### config.mk
export PLATFORM = sky130hd
export DESIGN_NAME = imem_port_ctrl
export DESIGN_NICKNAME = d
export VERILOG_FILES = /design/src/rtl/imem_ctrl_pkg.sv /design/src/rtl/imem_port_ctrl.sv
export SDC_FILE = /design/constraint.sdc
export NUM_CORES = 1
export LEC_CHECK = 0
export ABC_AREA = 1
export CAP_MARGIN = 20
export CORE_AREA = 5 5 69 71
export DETAILED_ROUTE_END_ITERATION = 16
export DIE_AREA = 0 0 74 76
export DONT_BUFFER_PORTS = 1
export SYNTH_ARGS = -nofsm -noshare
export SYNTH_HDL_FRONTEND = slang
export SYNTH_SLANG_ARGS = --single-unit
### constraint.sdc
create_clock -name clk -period 2.21 [get_ports clk]
set_clock_uncertainty 0.15 [all_clocks]
set_input_delay 0.5525 -clock clk [delete_from_list [all_inputs] [get_ports clk]]
set_output_delay 0.5525 -clock clk [all_outputs]
set_load 0.01 [all_outputs]
### src/rtl/imem_ctrl_pkg.sv
// Shared definitions for the instruction-memory port controller: FSM state
// encoding and the NOP word returned on bad fetches.
package imem_ctrl_pkg;

  typedef logic [1:0] state_t;

  localparam state_t ST_CLEAR = 2'd0;
  localparam state_t ST_LOAD  = 2'd1;
  localparam state_t ST_RUN   = 2'd2;

  localparam logic [31:0] NOP_WORD = 32'h0000_0000;

endpackage : imem_ctrl_pkg

### src/rtl/imem_port_ctrl.sv
// Arbitrates the single-port instruction array between the boot loader and
// CPU fetch. Optional build macro IMEM_CLEAR_EN zero-fills the array after reset.
module imem_port_ctrl
  import imem_ctrl_pkg::*;
#(
  parameter int ADDR_W = 6,
  parameter int DATA_W = 32
) (
  input  logic              clk,
  input  logic              reset,
  input  logic              fetch_req,
  input  logic [31:0]       fetch_addr,
  output logic              fetch_ready,
  output logic              fetch_valid,
  output logic [DATA_W-1:0] fetch_data,
  output logic              fetch_err,
  input  logic              ld_req,
  input  logic [ADDR_W-1:0] ld_addr,
  input  logic [DATA_W-1:0] ld_data,
  output logic              ld_ack,
  input  logic              ld_done,
  output logic              mem_en,
  output logic              mem_we,
  output logic [ADDR_W-1:0] mem_addr,
  output logic [DATA_W-1:0] mem_wdata,
  input  logic [DATA_W-1:0] mem_rdata,
  output logic              run
);

`ifdef IMEM_CLEAR_EN
  localparam state_t RESET_STATE = ST_CLEAR;
`else
  localparam state_t RESET_STATE = ST_LOAD;
`endif

  state_t state_q, state_d;
  logic   fetch_bad;

  // Misaligned or beyond the array depth.
  assign fetch_bad = (fetch_addr[1:0] != 2'b00) || (fetch_addr[31:ADDR_W+2] != '0);

`ifdef IMEM_CLEAR_EN
  logic [ADDR_W-1:0] clr_cnt;

  always_ff @(posedge clk or negedge reset) begin
    if (!reset) begin
      clr_cnt <= '0;
    end else if (state_q == ST_CLEAR) begin
      clr_cnt <= clr_cnt + ADDR_W'(1);
    end
  end
`endif

  // Combinational outputs are gated by reset so every output reads 0 while
  // reset is held, regardless of the request inputs.
  always_comb begin
    // NOTE: every signal gets a default first so no path leaves one unassigned
    // (which would infer a latch).
    state_d     = state_q;
    ld_ack      = 1'b0;
    fetch_ready = 1'b0;
    mem_en      = 1'b0;
    mem_we      = 1'b0;
    mem_addr    = '0;
    mem_wdata   = '0;
    if (reset) begin
      case (state_q)
        ST_CLEAR: begin
`ifdef IMEM_CLEAR_EN
          mem_en   = 1'b1;
          mem_we   = 1'b1;
          mem_addr = clr_cnt;
          if (clr_cnt == {ADDR_W{1'b1}}) state_d = ST_LOAD;
`else
          state_d = ST_LOAD;
`endif
        end
        ST_LOAD: begin
          if (ld_req) begin
            ld_ack    = 1'b1;
            mem_en    = 1'b1;
            mem_we    = 1'b1;
            mem_addr  = ld_addr;
            mem_wdata = ld_data;
          end
          if (ld_done) state_d = ST_RUN;
        end
        ST_RUN: begin
          // Loader wins; the fetch simply retries next cycle.
          if (ld_req) begin
            ld_ack    = 1'b1;
            mem_en    = 1'b1;
            mem_we    = 1'b1;
            mem_addr  = ld_addr;
            mem_wdata = ld_data;
          end else if (fetch_req) begin
            fetch_ready = 1'b1;
            if (!fetch_bad) begin
              mem_en   = 1'b1;
              mem_addr = fetch_addr[ADDR_W+1:2];
            end
          end
        end
        default: state_d = ST_LOAD;
      endcase
    end
  end

  always_ff @(posedge clk or negedge reset) begin
    if (!reset) begin
      state_q     <= RESET_STATE;
      fetch_valid <= 1'b0;
      fetch_err   <= 1'b0;
    end else begin
      // NOTE: non-blocking assignments keep all registers updating from the
      // same pre-edge values.
      state_q     <= state_d;
      fetch_valid <= fetch_ready;
      fetch_err   <= fetch_ready & fetch_bad;
    end
  end

  // The array's synchronous read lands in the cycle fetch_valid is high.
  assign fetch_data = (fetch_valid && !fetch_err) ? mem_rdata : DATA_W'(NOP_WORD);
  assign run        = (state_q == ST_RUN);

endmodule : imem_port_ctrl

# After elaboration in Yosys (flattened, before gate mapping)
# Cells that the tools add are included.
# word_totals
ff_bits	4
in_bits	107
output_inout_bits	77
elab_cells	39
# classes
n_eq_ne	3
muxes	24
bitwise	2
reduce_logical	7
# op_table
operator	n
2-to-1 mux 32 bit	4
2-to-1 mux 6 bit	5
nonzero test 24 bit	1
case mux 6 bit (2 select lines)	1
2-to-1 mux 1 bit	11
case mux 2 bit (2 select lines)	1
AND reduction 3 bit	1
equality test 2 x 1 -> 1 bit, second input constant	1
equality test 2 bit, second input constant	1
2-to-1 mux 2 bit	1
!= test 2 bit, second input constant	1
case mux 1 bit (2 select lines)	1
nonzero test 2 bit	1
OR reduction 2 bit	1
bitwise AND 1 bit	1
logical AND 1 bit	1
zero test 1 bit	1
logical OR 1 bit	1
inverter 1 bit	1

# Longest topological paths before layout
# logic_depth
depth_word	7
mapped_depth	8
mapped_depth_nobuf	8

# Worst setup path after synthesis
# Ideal clock, no wire load.
# synth_timing
kind	reg2out
from	register state_q[0]
to	output mem_wdata[10]
arrival_ns	1.684
t_required_ns	1.507
slack_ns	-0.177
path_stages_with_launch	9
n_path_buf	1
path_cell_list	dfstp_2 -> inv_1 -> ha_1 -> nor2_1 -> inv_1 -> nor2_1 -> inv_2 -> buf_6 -> nor2_1
# synth_between
elab_chain_len	4
elab_cells_between_ends	5
cone_classes	eq/ne: 2; mux: 2; reduce/logical: 1
# synth_lines
element	line	rtl
from (decl)	imem_port_ctrl.sv:36	state_t state_q, state_d;
from (signal assigned)	imem_port_ctrl.sv:117	state_q <= state_d;
equality test 2 bit / equality test 2 x 1 -> 1 bit (equally long branches)	imem_port_ctrl.sv:67	case (state_q)
OR reduction 2 bit (no source line) *	--	
2-to-1 mux 32 bit *	--	
2-to-1 mux 32 bit *	imem_port_ctrl.sv:66	if (reset) begin
to (decl)	imem_port_ctrl.sv:25	output logic [DATA_W-1:0] mem_wdata,
# Mark *: on every way between the ends. The rest lies on a longest branch, timed or not.

# Worst setup path after layout
# layout_timing
from	register state_q[0]
to	output mem_en
# layout_between
elab_chain_len	3
elab_cells_between_ends	4
cone_classes	eq/ne: 2; mux: 2
# layout_lines
element	line	rtl
equality test 2 bit / equality test 2 x 1 -> 1 bit (equally long branches)	imem_port_ctrl.sv:67	
case mux 1 bit (2 select lines) *	imem_port_ctrl.sv:67	
2-to-1 mux 1 bit *	imem_port_ctrl.sv:66	
to (decl)	imem_port_ctrl.sv:22	output logic mem_en,
# Marked as above.

==> metrics.txt <==
Max-slew headroom 0.6747; average size of a mapped cell 4.596 sq um; Die Height 76 microns; Die Wd 74 microns; Initial DRC Count 36; VDD IR max 270.7 uV; Ys Warns 0; area share of the largest cell type after synthesis 0.3252; Core ar. 0.004174 sq mm; final non-filler cell total 272; post-route clock period utilization 1.058; H-tree levels 1; synthesized instance count 211; Routed Antenna Nets 0; GP Congestion 0.6655; worst-path fanout max 3; pre-CTS setup slack -0.1551 ns; first-pass detailed-route iteration total 6; row count 24; top post-synthesis cells by area nor2_1 33%, inv_1 28%, dfrtp_1 7.7%, nand2_1 5.4%, a21oi_1 4.6%; failing checks negative setup slack; total gr overflow 0; CP dominant cell by count inv_2; worst setup slack after layout -0.1277 ns; sequential element share of the synthesized area 0.1045; TritonCTS Sinks 4; status complete, but fails checks; Starting Density 0.2323; Post-Place Cells 264; fin. max-slew vios 0; Max Fclk 0.4278 GHz; Total Nets Final 330; delay-heaviest family, CP flip-flops; Avg WL per Cell 13.23 microns; via count 1152; post-DR vias/cell 4.235; Final Hold Fails 0; synthesized flop and latch total 4; EDFF count, synth 0; Critical Path RT 1.51 ns; CTS max path bufs 2; biggest area consumer among synthesized cells nor2_1; CTS root buffer clkbuf_8; Worst-path clk slew 0.03 ns; worst slew pin tran 0.4846 ns; die area 0.005624 sq mm; Post-synth top flop dfrtp_1; global-route wire length before repair 5250 microns; CP arrival 1.64 ns; CTS Buf Count 3; RSZ-0062 raised after global routing true; Routed WL 3599 microns; Area growth, synth to finish 23.61%; maxcap violations 0; Syn Nets 320; Worst Setup Path Type reg2out; Power per Cell Area 733.9 mW/mm^2; cell area after synthesis 969.7 sq um; dominant cell by count in the synthesized netlist nor2_1; largest net degree at the start of global routing 33; # IOs 184; Worst Hold Class in2async; vias in the first global route 1121; Leak 0.7545 nW; Largest stage delay, worst path 0.53 ns; Setup crit end kind primary output; Final Util 0.2872; fraction of layout cells with a size suffix above 1 0.1455; Buf/Inv on CP 3; fin crit period 2.338 ns; final-layout fill cell count 470; Synth top cells by count 84 x nor2_1, 73 x inv_1, 14 x nand2_1, 9 x a21oi_1, 7 x nand3_1; crit-path cells inv_2, ha_4, nor2_4, inv_2, or2_4, a21oi_2, buf_4; Ant. Diodes 0; # setup viols final 36; distinct cell type count after synthesis 21; CP max-delay cell dfstp_2; clock latency on the worst-skew pair 0.21 ns; TritonCTS clock tree built; GRT Util Overall 0.1145; buffers added on ports 0; ys async rst share 1.000; DRC viols 0; antenna violations before repair 0; DP Wirelength 3087 microns; CP startpoint kind flip-flop
[where the power goes]
part	total, mW	switching (mW)	leakage [nW]	internal (mW)
Combinational	0.593	0.376	0.682	0.216
Sequential	0.123	0.0203	0.0499	0.103
Clock	0.164	0.0403	0.0228	0.123
[flip-flops by register name, indices dropped and copies added (netlist names)]
name,cells
fetch_err,1
fetch_valid,1
state_q,2
[timing repair]
item                                    in CTS  in global routing
setup buffers                                2                  2
pin swaps                                    3                  1
gates resized for setup                     18                  1
hold endpoints to repair                     3                  0
endpoints found under the setup margin      41                 39
hold buffers                                 1                  0
[routing by layer]
layer	vias up	routed length, microns	track usage
li1	595	-	-
met1	475	1317	0.1284
met2	80	1922	0.2057
met3	2	332	0.02111
met4	0	27	0.04529
met5	-	0	0
[worst register-to-register path, stage by stage (launching register included)]
cell	delay, ns
dfstp_2	0.53
inv_2	0.05
ha_4	0.17
buf_4	0.15
nor3_1	0.27
inv_1	0.09
nor2_1	0.13
o21bai_1	0.15
[final cells by class]
type	instances	area, sq um	area share
clock buffer	4	45.04	0.03758
tap	52	65.06	0.05428
sequential	4	101.3	0.08455
inverter	74	282.8	0.2359
multi-input combinational	125	604.3	0.5042
timing repair buffer	13	100.1	0.08351
[cell usage in the layout, fill, tap and decap left out]
cell and n:
o211ai_1 1, o21ai_1 1, nand3_2 1, nor2_1 80, inv_6 1, nand3_1 6
inv_2 2, dfrtp_1 3, clkbuf_1 1, or2_0 1, o21bai_1 1, buf_4 12
inv_1 71, a21oi_4 1, ha_1 1, a21oi_2 4, ha_4 1, nand2_1 14
nor2_2 1, nor3_1 2, clkbuf_8 3, dlygate4sd3_1 1, nor2_4 4, a21oi_1 4
or2_4 1, dfstp_2 1, and2_0 1
[metrics by stage]
step	power [mW]	instance area [sq um]	hold WS (ns)	TNS (ns)
final	0.8797	1199	0.03311	-3.046
after global routing	0.9659	1199	0.02225	-6.107
after CTS	0.8679	1179	0.02570	-3.099
after detailed placement	0.5895	1052	0.1072	-3.332
after global placement	0.5809	1052	0.1072	-2.007
after floorplan	0.5031	977.2	0.1069	-0.8465
[worst paths after layout]
check                      startpoint          to  slack [ns]  cells after the start
min in group clk            fetch_req   fetch_err        0.40                      2
setup / recovery           state_q[0]      mem_en       -0.13                      7
max in group asynchronous       reset  state_q[1]        1.30                      1
hold / removal                  reset  state_q[0]        0.03                      0
hold reg to reg            state_q[1]  state_q[1]        0.45                      2
setup reg to reg           state_q[0]  state_q[0]        0.44                      7
[cells by family (layout without fill, tap and decap cells)]
family                   count (synthesis)  after routing  synth area share
AO/OA/AOI/OAI                           12             12           0.06709
AND/OR/NAND/NOR                        111            111            0.4568
adder cells (fa/ha/maj)                  2              2           0.02580
buffers and inverters                   82             91            0.3458
flip-flops                               4              4            0.1045
(Power assumes the default switching activity.)
